==> config.mk <==
export PLATFORM = sky130hd
export DESIGN_NAME = bandai_cfg_seq
export DESIGN_NICKNAME = d
export VERILOG_FILES = /design/src/rtl/bandai2003_pkg.sv /design/src/rtl/bandai_so_checker.sv /design/src/rtl/bandai_cfg_seq.sv
export SDC_FILE = /design/constraint.sdc
export NUM_CORES = 1
export LEC_CHECK = 0
export CAP_MARGIN = 20
export CELL_PAD_IN_SITES_DETAIL_PLACEMENT = 0
export CELL_PAD_IN_SITES_GLOBAL_PLACEMENT = 1
export CORE_ASPECT_RATIO = 1.25
export CORE_UTILIZATION = 40
export DETAILED_ROUTE_END_ITERATION = 7
export GPL_ROUTABILITY_DRIVEN = 1
export HOLD_SLACK_MARGIN = 0.02
export PLACE_DENSITY = 0.8
export SLEW_MARGIN = 20
export SYNTH_ARGS = -nofsm -noshare
export SYNTH_HDL_FRONTEND = slang
export SYNTH_HIERARCHICAL = 1
export SYNTH_SLANG_ARGS = --single-unit
==> constraint.sdc <==
create_clock -name CLK -period 2.8 [get_ports CLK]
set_input_delay 0.42 -clock CLK [delete_from_list [all_inputs] [get_ports CLK]]
set_output_delay 0.42 -clock CLK [all_outputs]
set_load 0.005 [all_outputs]
==> src/rtl/bandai2003_pkg.sv <==
// Shared constants and types for the BANDAI2003 mapper bring-up sequencer:
// bus addresses, the expected SO bitstream, FSM states and error codes.
package bandai2003_pkg;

  localparam logic [7:0] ADDR_IDLE  = 8'h00;
  localparam logic [7:0] ADDR_ACK   = 8'h5A;
  localparam logic [7:0] ADDR_NAK   = 8'hA5;
  localparam logic [7:0] ADDR_LAO   = 8'hC0;
  localparam logic [7:0] ADDR_BRAM  = 8'hC1;
  localparam logic [7:0] ADDR_BROM0 = 8'hC2;
  localparam logic [7:0] ADDR_BROM1 = 8'hC3;

  // Word the mapper shifts out on SO after unlock, bit 0 first.
  localparam int              BS_W = 18;
  localparam logic [BS_W-1:0] BS   = {1'b0, 16'h28A0, 1'b0};

  typedef enum logic [3:0] {
    ST_IDLE  = 4'd0,
    ST_UNLK0 = 4'd1,
    ST_UNLK1 = 4'd2,
    ST_STRM  = 4'd3,
    ST_WSET  = 4'd4,
    ST_WSTB  = 4'd5,
    ST_WHOLD = 4'd6,
    ST_RSET  = 4'd7,
    ST_RWAIT = 4'd8,
    ST_RCMP  = 4'd9,
    ST_NEXT  = 4'd10,
    ST_DONE  = 4'd11,
    ST_FAIL  = 4'd12
  } state_e;

  typedef enum logic [2:0] {
    ERR_NONE      = 3'd0,
    ERR_BITSTREAM = 3'd1,
    ERR_READBACK  = 3'd2
  } err_code_e;

  function automatic logic [7:0] bank_addr(input logic [1:0] idx);
    case (idx)
      2'd0:    return ADDR_LAO;
      2'd1:    return ADDR_BRAM;
      2'd2:    return ADDR_BROM0;
      default: return ADDR_BROM1;
    endcase
  endfunction

endpackage

==> src/rtl/bandai_so_checker.sv <==
// Collects the 18-bit SO bitstream (LSB first) over the 18 edges following a
// start strobe; done/match are valid combinationally in the last bit's cycle.
module bandai_so_checker
  import bandai2003_pkg::*;
(
  input  logic i_clk,
  input  logic i_rst_n,
  input  logic i_start,
  input  logic i_so,
  output logic o_done,
  output logic o_match
);

  logic [BS_W-2:0] r_shift;
  logic [4:0]      r_cnt;
  logic            r_active;
  logic [BS_W-1:0] w_word;

  always_ff @(posedge i_clk) begin
    if (!i_rst_n) begin
      r_shift  <= '0;
      r_cnt    <= '0;
      r_active <= 1'b0;
    end else if (i_start) begin
      r_shift  <= '0;
      r_cnt    <= '0;
      r_active <= 1'b1;
    end else if (r_active) begin
      r_shift <= {i_so, r_shift[BS_W-2:1]};
      r_cnt   <= r_cnt + 5'd1;
      if (r_cnt == 5'(BS_W - 1)) r_active <= 1'b0;
    end
  end

  // The final bit is still on SO, so it joins the word without a register stage.
  assign w_word  = {i_so, r_shift};
  assign o_done  = r_active && (r_cnt == 5'(BS_W - 1));
  assign o_match = o_done && (w_word == BS);

endmodule

==> src/rtl/bandai_cfg_seq.sv <==
// BANDAI2003 bring-up sequencer: unlock, SO bitstream check, bank writes C0h-C3h.
// Define BANDAI_CFG_VERIFY_EN to add per-bank readback verification.
module bandai_cfg_seq
  import bandai2003_pkg::*;
#(
  parameter int WR_PULSE = 2,
  parameter int RD_WAIT  = 2
) (
  input  logic       CLK,
  input  logic       RSTn,
  input  logic       START,
  input  logic [7:0] BANK_LAO,
  input  logic [7:0] BANK_RAM,
  input  logic [7:0] BANK_ROM0,
  input  logic [7:0] BANK_ROM1,
  output logic       BUSY,
  output logic       DONE,
  output logic       ERR,
  output logic [2:0] ERR_CODE,
  output logic [1:0] ERR_IDX,
  output logic       CEn,
  output logic       SSn,
  output logic       WEn,
  output logic       OEn,
  output logic [7:0] ADDR,
  output logic [7:0] DQ_O,
  output logic       DQ_OE,
  input  logic [7:0] DQ_I,
  input  logic       SO,
  output state_e     o_dbg_state
);

  localparam logic [7:0] WR_LAST = 8'(WR_PULSE - 1);
  localparam logic [7:0] RD_LAST = 8'(RD_WAIT - 1);

  state_e     r_state, w_next;
  logic [1:0] r_idx;
  logic [7:0] r_wait;
  logic       r_unlocked, r_done, r_err;
  err_code_e  r_err_code;
  logic [1:0] r_err_idx;
  logic [7:0] r_bank [4];
  logic       w_accept, w_so_done, w_so_match;
  logic [7:0] w_bank;

`ifdef BANDAI_CFG_VERIFY_EN
  logic [7:0] r_rd_data;
`else
  logic w_unused_dq;
  assign w_unused_dq = ^DQ_I;
`endif

  assign w_bank = r_bank[r_idx];

  bandai_so_checker u_so_checker (
    .i_clk   (CLK),
    .i_rst_n (RSTn),
    .i_start (r_state == ST_UNLK1),
    .i_so    (SO),
    .o_done  (w_so_done),
    .o_match (w_so_match)
  );

  always_ff @(posedge CLK) begin
    if (!RSTn) begin
      r_state    <= ST_IDLE;
      r_idx      <= 2'd0;
      r_wait     <= 8'd0;
      r_unlocked <= 1'b0;
      r_done     <= 1'b0;
      r_err      <= 1'b0;
      r_err_code <= ERR_NONE;
      r_err_idx  <= 2'd0;
      for (int i = 0; i < 4; i++) r_bank[i] <= 8'h00;
    end else begin
      r_state <= w_next;
      // Wait counter restarts on every state change so WSTB/RWAIT count from 0.
      r_wait  <= (w_next != r_state) ? 8'd0 : r_wait + 8'd1;
      if (w_accept) begin
        r_bank[0]  <= BANK_LAO;
        r_bank[1]  <= BANK_RAM;
        r_bank[2]  <= BANK_ROM0;
        r_bank[3]  <= BANK_ROM1;
        r_idx      <= 2'd0;
        r_done     <= 1'b0;
        r_err      <= 1'b0;
        r_err_code <= ERR_NONE;
      end
      if (r_state == ST_UNLK1) r_unlocked <= 1'b1;
      if (r_state == ST_STRM && w_so_done && !w_so_match) begin
        r_err      <= 1'b1;
        r_err_code <= ERR_BITSTREAM;
      end
      if (r_state == ST_NEXT) begin
        if (r_idx == 2'd3) r_done <= 1'b1;
        else               r_idx  <= r_idx + 2'd1;
      end
`ifdef BANDAI_CFG_VERIFY_EN
      if (r_state == ST_RWAIT && r_wait == RD_LAST) r_rd_data <= DQ_I;
      if (r_state == ST_RCMP && r_rd_data != w_bank) begin
        r_err      <= 1'b1;
        r_err_code <= ERR_READBACK;
        r_err_idx  <= r_idx;
      end
`endif
    end
  end

  always_comb begin
    w_next   = r_state;
    w_accept = 1'b0;
    BUSY     = 1'b1;
    CEn      = 1'b1;
    SSn      = 1'b1;
    WEn      = 1'b1;
    OEn      = 1'b1;
    ADDR     = ADDR_IDLE;
    DQ_O     = 8'h00;
    DQ_OE    = 1'b0;
    case (r_state)
      ST_IDLE, ST_DONE, ST_FAIL: begin
        BUSY = 1'b0;
        if (START) begin
          w_accept = 1'b1;
          w_next   = r_unlocked ? ST_WSET : ST_UNLK0;
        end
      end
      ST_UNLK0: begin
        ADDR   = ADDR_ACK;
        w_next = ST_UNLK1;
      end
      ST_UNLK1: begin
        ADDR   = ADDR_NAK;
        w_next = ST_STRM;
      end
      ST_STRM: begin
        if (w_so_done) w_next = w_so_match ? ST_WSET : ST_FAIL;
      end
      ST_WSET: begin
        CEn    = 1'b0;
        ADDR   = bank_addr(r_idx);
        DQ_OE  = 1'b1;
        DQ_O   = w_bank;
        w_next = ST_WSTB;
      end
      ST_WSTB: begin
        CEn   = 1'b0;
        ADDR  = bank_addr(r_idx);
        DQ_OE = 1'b1;
        DQ_O  = w_bank;
        WEn   = 1'b0;
        if (r_wait == WR_LAST) w_next = ST_WHOLD;
      end
      ST_WHOLD: begin
        CEn   = 1'b0;
        ADDR  = bank_addr(r_idx);
        DQ_OE = 1'b1;
        DQ_O  = w_bank;
`ifdef BANDAI_CFG_VERIFY_EN
        w_next = ST_RSET;
`else
        w_next = ST_NEXT;
`endif
      end
      ST_RSET: begin
        CEn    = 1'b0;
        ADDR   = bank_addr(r_idx);
        w_next = ST_RWAIT;
      end
      ST_RWAIT: begin
        CEn  = 1'b0;
        ADDR = bank_addr(r_idx);
`ifdef BANDAI_CFG_VERIFY_EN
        OEn  = 1'b0;
`endif
        if (r_wait == RD_LAST) w_next = ST_RCMP;
      end
      ST_RCMP: begin
`ifdef BANDAI_CFG_VERIFY_EN
        w_next = (r_rd_data == w_bank) ? ST_NEXT : ST_FAIL;
`else
        w_next = ST_NEXT;
`endif
      end
      ST_NEXT: begin
        w_next = (r_idx == 2'd3) ? ST_DONE : ST_WSET;
      end
      default: w_next = ST_IDLE;
    endcase
  end

  assign DONE        = r_done;
  assign ERR         = r_err;
  assign ERR_CODE    = r_err_code;
  assign ERR_IDX     = r_err_idx;
  assign o_dbg_state = r_state;

endmodule

# Yosys cells after proc, flatten, opt, wreduce, memory -nomap -nowiden

Memory sizes are Yosys's and may differ from the RTL's. A register that Yosys moved wholly into a read port is not among the register bits.
Cells that the tools add are included.

Add/subtract/negate cells: 3
Multiplexer cells: 39
Equal/unequal tests: 19
Bitwise operators: 5
Reductions and logical operators: 14

Operators by type and width:

| kind                 | count |
|---|---|
| $mux 8               | 5 |
| $pmux 4 s10          | 1 |
| $mux 4               | 6 |
| $pmux 8 s3           | 1 |
| $eq 4x4->1 const B   | 5 |
| $mux 1               | 20 |
| $eq 18x15->1 const B | 1 |
| $eq 4x3->1 const B   | 4 |
| $add 8x1->8 const B  | 1 |
| $eq 4x2->1 const B   | 2 |
| $eq 8x1->1 const B   | 1 |
| $mux 2               | 4 |
| $pmux 2 s3           | 1 |
| $reduce_or 2->1      | 3 |
| $reduce_or 3->1      | 2 |
| $add 5x1->5 const B  | 1 |
| $eq 5x5->1 const B   | 1 |
| $reduce_or 5->1      | 1 |
| $eq 2x2->1 const B   | 2 |
| $eq 4x1->1 const B   | 1 |
| $logic_and 1x1->1    | 4 |
| $logic_not 4->1      | 1 |
| $ne 4x4->1           | 1 |
| $or 1x1->1           | 4 |
| other kinds (7)      | 7 |

Logic and storage cells: 91
Bits in writable memories: 32
Memories: 1
Output and inout port bits: 33
Bits in registers: 41

Memories:

| name   | depth | width | rd ports | clocked after Yosys merged registers in | wr ports | line                 | source |
|---|---|---|---|---|---|---|---|
| r_bank | 4     | 8     | 1        | 1                                       | 4        | bandai_cfg_seq.sv:42 | `logic [7:0] r_bank [4];` |

# Logic depth before layout (Yosys ltp)

Depth in word-level cells: 8
Mapped depth: 10

# Cells and area by module

Netlist, hierarchy kept.

By module, submodules not included:

| module            | area an instance (um2) | cells each | times used |
|---|---|---|---|
| bandai_cfg_seq    | 2807.7                 | 260        | 1 |
| bandai_so_checker | 968.4                  | 91         | 1 |

# Worst setup path after synthesis

Ideal clock, no wire load.

Path type: reg2reg
Start point: register r_state[0], in the netlist o_dbg_state[0]
End point: memory r_bank[0][0], enable pin
Data arrival time: 1835 ps
Slack: 576 ps
Stages on the path, launching flop included: 6
Period minus slack after synthesis: 2224 ps
Path buffers: 1
Cells stage by stage: dfxtp_1 -> or2_1 -> buf_4 -> o31ai_2 -> nand2_2 -> nand2_1

RTL lines:

| item                   | line                 | source |
|---|---|---|
| from (decl)            | bandai_cfg_seq.sv:36 | `state_e r_state, w_next;` |
| from (signal assigned) | bandai_cfg_seq.sv:76 | `r_state <= w_next;` |
| to (decl)              | bandai_cfg_seq.sv:42 |  |

# Final worst setup path

Start point: register r_state[3], in the netlist o_dbg_state[3]
End point: output ADDR[0]

Cells in the longest elaborated chain, start to end: 3
Elaborated cells on any way between the ends: 9

RTL lines:

| item                                            | line                  | source |
|---|---|---|
| $eq 4x4->1 / $eq 4x3->1 (equally long branches) | bandai_cfg_seq.sv:120 | `case (r_state)` |
| $reduce_or 5->1 (no line)                       | n/a                   |  |
| $pmux 8 s3 *                                    | bandai_cfg_seq.sv:120 |  |
| to (decl)                                       | bandai_cfg_seq.sv:25  | `output logic [7:0] ADDR,` |

Mark *: on every way between the ends. The rest lies on a longest branch, timed or not.

==> metrics.md <==
| Metric | Value |
|---|---|
| Status | finished, final reports clean |
| RePlAce Congestion | 0.8300 |
| Post-detailed-route count of antenna-violating nets | 0 |
| Postcts setup bufs | 0 |
| Core area | 9174 um^2 |
| # nets final | 461 |
| Buffers on Ports | 62 |
| Crit-path leading delay family | simple AND/OR/NAND/NOR gates |
| I/O pin count | 77 |
| Crit path buf inv count | 1 |
| Seq cells post-synth | 72 |
| Critical Path End | ADDR[0] |
| Setup TNS | 0 ns |
| WP depth | 4 |
| Top post-synthesis cells by count | nor2_1, dfxtp_1, and2_1, edfxtp_1, mux2i_1 |
| Drt drc | 0 |
| DR WL/cell | 13.89 um |
| Crit-path cells | and2b_4 > nor2_1 > o21ai_0 > clkdlybuf4s50_1 |
| Die Y | 110.6 um |
| Largest stage delay, worst path | 0.55 ns |
| HP Class | reg2reg |
| Worst r2r src | o_dbg_state[2] |
| Drt total wl | 7473 um |
| DP Wirelength | 5283 um |
| Area leader, netlist | edfxtp_1 |
| Vias in the first global route | 2617 |
| Root buffer cell | clkbuf_16 |
| Hold Buf Count CTS | 0 |
| Top post-synthesis cells by area | edfxtp_1, dfxtp_1, and2_1, mux2i_1, mux4_2 |
| Die area | 9836 um^2 |
| Relative slew margins | 63.77% |
| Worst r2r dst | r_bank[2][3] |
| CTS tree | done |
| Initial antenna violation count | 0 |
| Cell Pwr Density | 724.0 nW/um^2 |
| Worst EP arrival | 2.17 ns |
| Rows | 39 |
| Drt via density | 5.009 |
| Most common flop cell mapped by yosys | dfxtp_1 |
| Crit path max fanout | 15 |
| CP startpoint | o_dbg_state[3] |
| TritonCTS buffer count | 9 |
| Max stage delay cell, worst path | dfxtp_1 |
| Grt ovf | 0 |
| FF-to-FF path depth | 6 |
| Area delta synth->final | 25.15% |
| VDD IR max | 0.0004819 V |
| Insertion delay to the later sink of the worst-skew pair | 0.33 ns |
| Slew Viols, Final | 0 |
| Cell variety after synth | 66 |
| Pin count of the biggest net entering global routing | 33 |
| Leakage | 0.001757 uW |
| Bufs on Longest Clock Path | 2 |
| Mapped cell area | 3776 um^2 |
| Worst-margin pin slew | 0.5349 ns |
| GRT Resource Usage Total | 16.41% |
| Fmax | 385.6 MHz |
| Routed via count | 2695 |
| Share of layout cells above drive strength 1 | 12.05% |
| Max cap viols | 0 |
| Clock Skews | 0.008979 ns |
| Starting Density | 41.16% |
| TritonRoute pass-1 iters | 4 |
| Sequential area share after synthesis | 46.65% |
| Layout Cells excl Fill | 538 |
| Clock slew at reported path FFs | 0.06 ns |
| Cells after synthesis | 351 |
| Fill cell instance count of the final layout | 851 |
| Final hold vios | 0 |
| Required @ worst endpoint | 2.38 ns |
| CTS Sinks | 72 |
| Async set-reset flop share out of synthesis | 0% |
| Synth Warn # | 6 |
| Post-CTS sizing | 0 |
| Die Wd | 88.91 um |
| H-tree depth | 3 |
| Minimum clock period | 2.593 ns |
| Critical path startpoint category | flop |
| Final setup fails | 0 |
| Syn avg cell area | 10.76 um^2 |
| ANT cells | 0 |
| Initial drt markers | 118 |
| Placed cell count | 522 |
| Most common cell in the netlist | nor2_1 |
| Top cell type's share of synthesized area | 25.45% |
| First-pass GRT wire length | 12300 um |
| RSZ-0062 raised after global routing | no |
| Post-synth EDFFs | 32 |
| CP Class | reg2out |
| CP Capture Type | primary output |
| Reg2Reg Setup Slack | 0.62 ns |
| Final period utilization | 92.62% |
## worst min path at each step
stage,startpoint,endpoint,slack [ns],cells past startpoint
detailed placement,r_wait[0],r_wait[0],0.48,1
CTS,r_wait[0],r_wait[0],0.49,1
global route,r_wait[0],r_wait[0],0.53,1
global placement,r_wait[0],r_wait[0],0.47,1
finish,r_wait[0],r_wait[0],0.49,1
floorplan,r_wait[0],r_wait[0],0.45,1
## per-stage QoR
stage          hold WS [ns]  util, %  worst slack (ns)  total power [uW]  cell area, um^2
2_1_floorplan        0.4522        -            0.5757              2002             3791
3_3_place_gp         0.4666    48.10            0.3923              2274             4413
3_5_place_dp         0.4828    48.10            0.3172              2289             4413
4_1_cts              0.4910    51.51            0.2074              3454             4726
5_1_grt              0.5276    51.51           0.09456              3601             4726
6_report             0.4877    51.51            0.2065              3421             4726
## cell type report
cell class	instances	area, um^2	share of cell area (%)
Sequential cell	72	1762	37.28
Multi-Input combinational cell	242	1753	37.09
Timing Repair Buffer	72	695.7	14.72
Clock buffer	12	279.0	5.904
Tap cell	123	153.9	3.257
Inverter	13	48.80	1.033
Clock inverter	4	33.78	0.7149
## flip-flops by register name, indices dropped and copies added, names as in the netlist
signal                 flops
r_unlocked                 1
DONE                       1
u_so_checker/r_cnt         5
o_dbg_state                4
u_so_checker/r_shift      17
u_so_checker/r_active      1
r_idx                      2
r_wait                     8
ERR_CODE                   1
r_bank                    32
## report_power, final
part / switching (uW) / internal, uW
clock: 440 / 714
combinational: 492 / 450
sequential: 62.6 / 1260
## cell families after synthesis
family	Yosys count	synth area share, %
simple gates	154	23.13
flops	72	46.65
buf+inv	41	7.323
compound gates	38	7.919
mux	27	10.14
xor+xnor	10	2.319
fa+ha+maj	7	2.319
other cells	2	0.1989
## metal layers
| layer | vias up | track usage (%) | wire length [um] |
|---|---|---|---|
| met3 | 9 | 3.961 | 332 |
| met2 | 73 | 27.54 | 3770 |
| met5 | - | 0 | 0 |
| met1 | 1270 | 20.05 | 3259 |
| li1 | 1343 | - | - |
| met4 | 0 | 6.022 | 111 |
## cell usage in the layout, fill, tap and decap left out, types with 2 or more instances in the layout
| master | synthesis | final |
|---|---|---|
| or4b_1 | 2 | 2 |
| dfxtp_1 | 40 | 40 |
| o22ai_1 | 3 | 3 |
| clkinv_4 | 0 | 2 |
| mux2i_1 | 18 | 18 |
| a31oi_1 | 3 | 3 |
| nor2b_1 | 5 | 5 |
| and2_1 | 32 | 32 |
| nand4_1 | 3 | 3 |
| inv_1 | 12 | 12 |
| buf_4 | 14 | 10 |
| and3_1 | 10 | 10 |
| ha_1 | 7 | 7 |
| xor2_1 | 6 | 6 |
| xnor2_1 | 4 | 4 |
| nor2_1 | 43 | 43 |
| nor4_1 | 2 | 2 |
| a21oi_1 | 11 | 11 |
| nand2b_1 | 8 | 8 |
| o21ai_0 | 3 | 3 |
| clkdlybuf4s50_1 | 0 | 62 |
| a22oi_1 | 2 | 2 |
| nor3_1 | 8 | 8 |
| nand2_1 | 14 | 14 |
| o31ai_2 | 2 | 2 |
| nand3_1 | 6 | 6 |
| or3_1 | 3 | 3 |
| clkbuf_16 | 0 | 11 |
| edfxtp_1 | 32 | 32 |
| mux4_2 | 8 | 8 |
| conb_1 | 2 | 6 |
No activity file was read; power rests on OpenSTA's default activity.
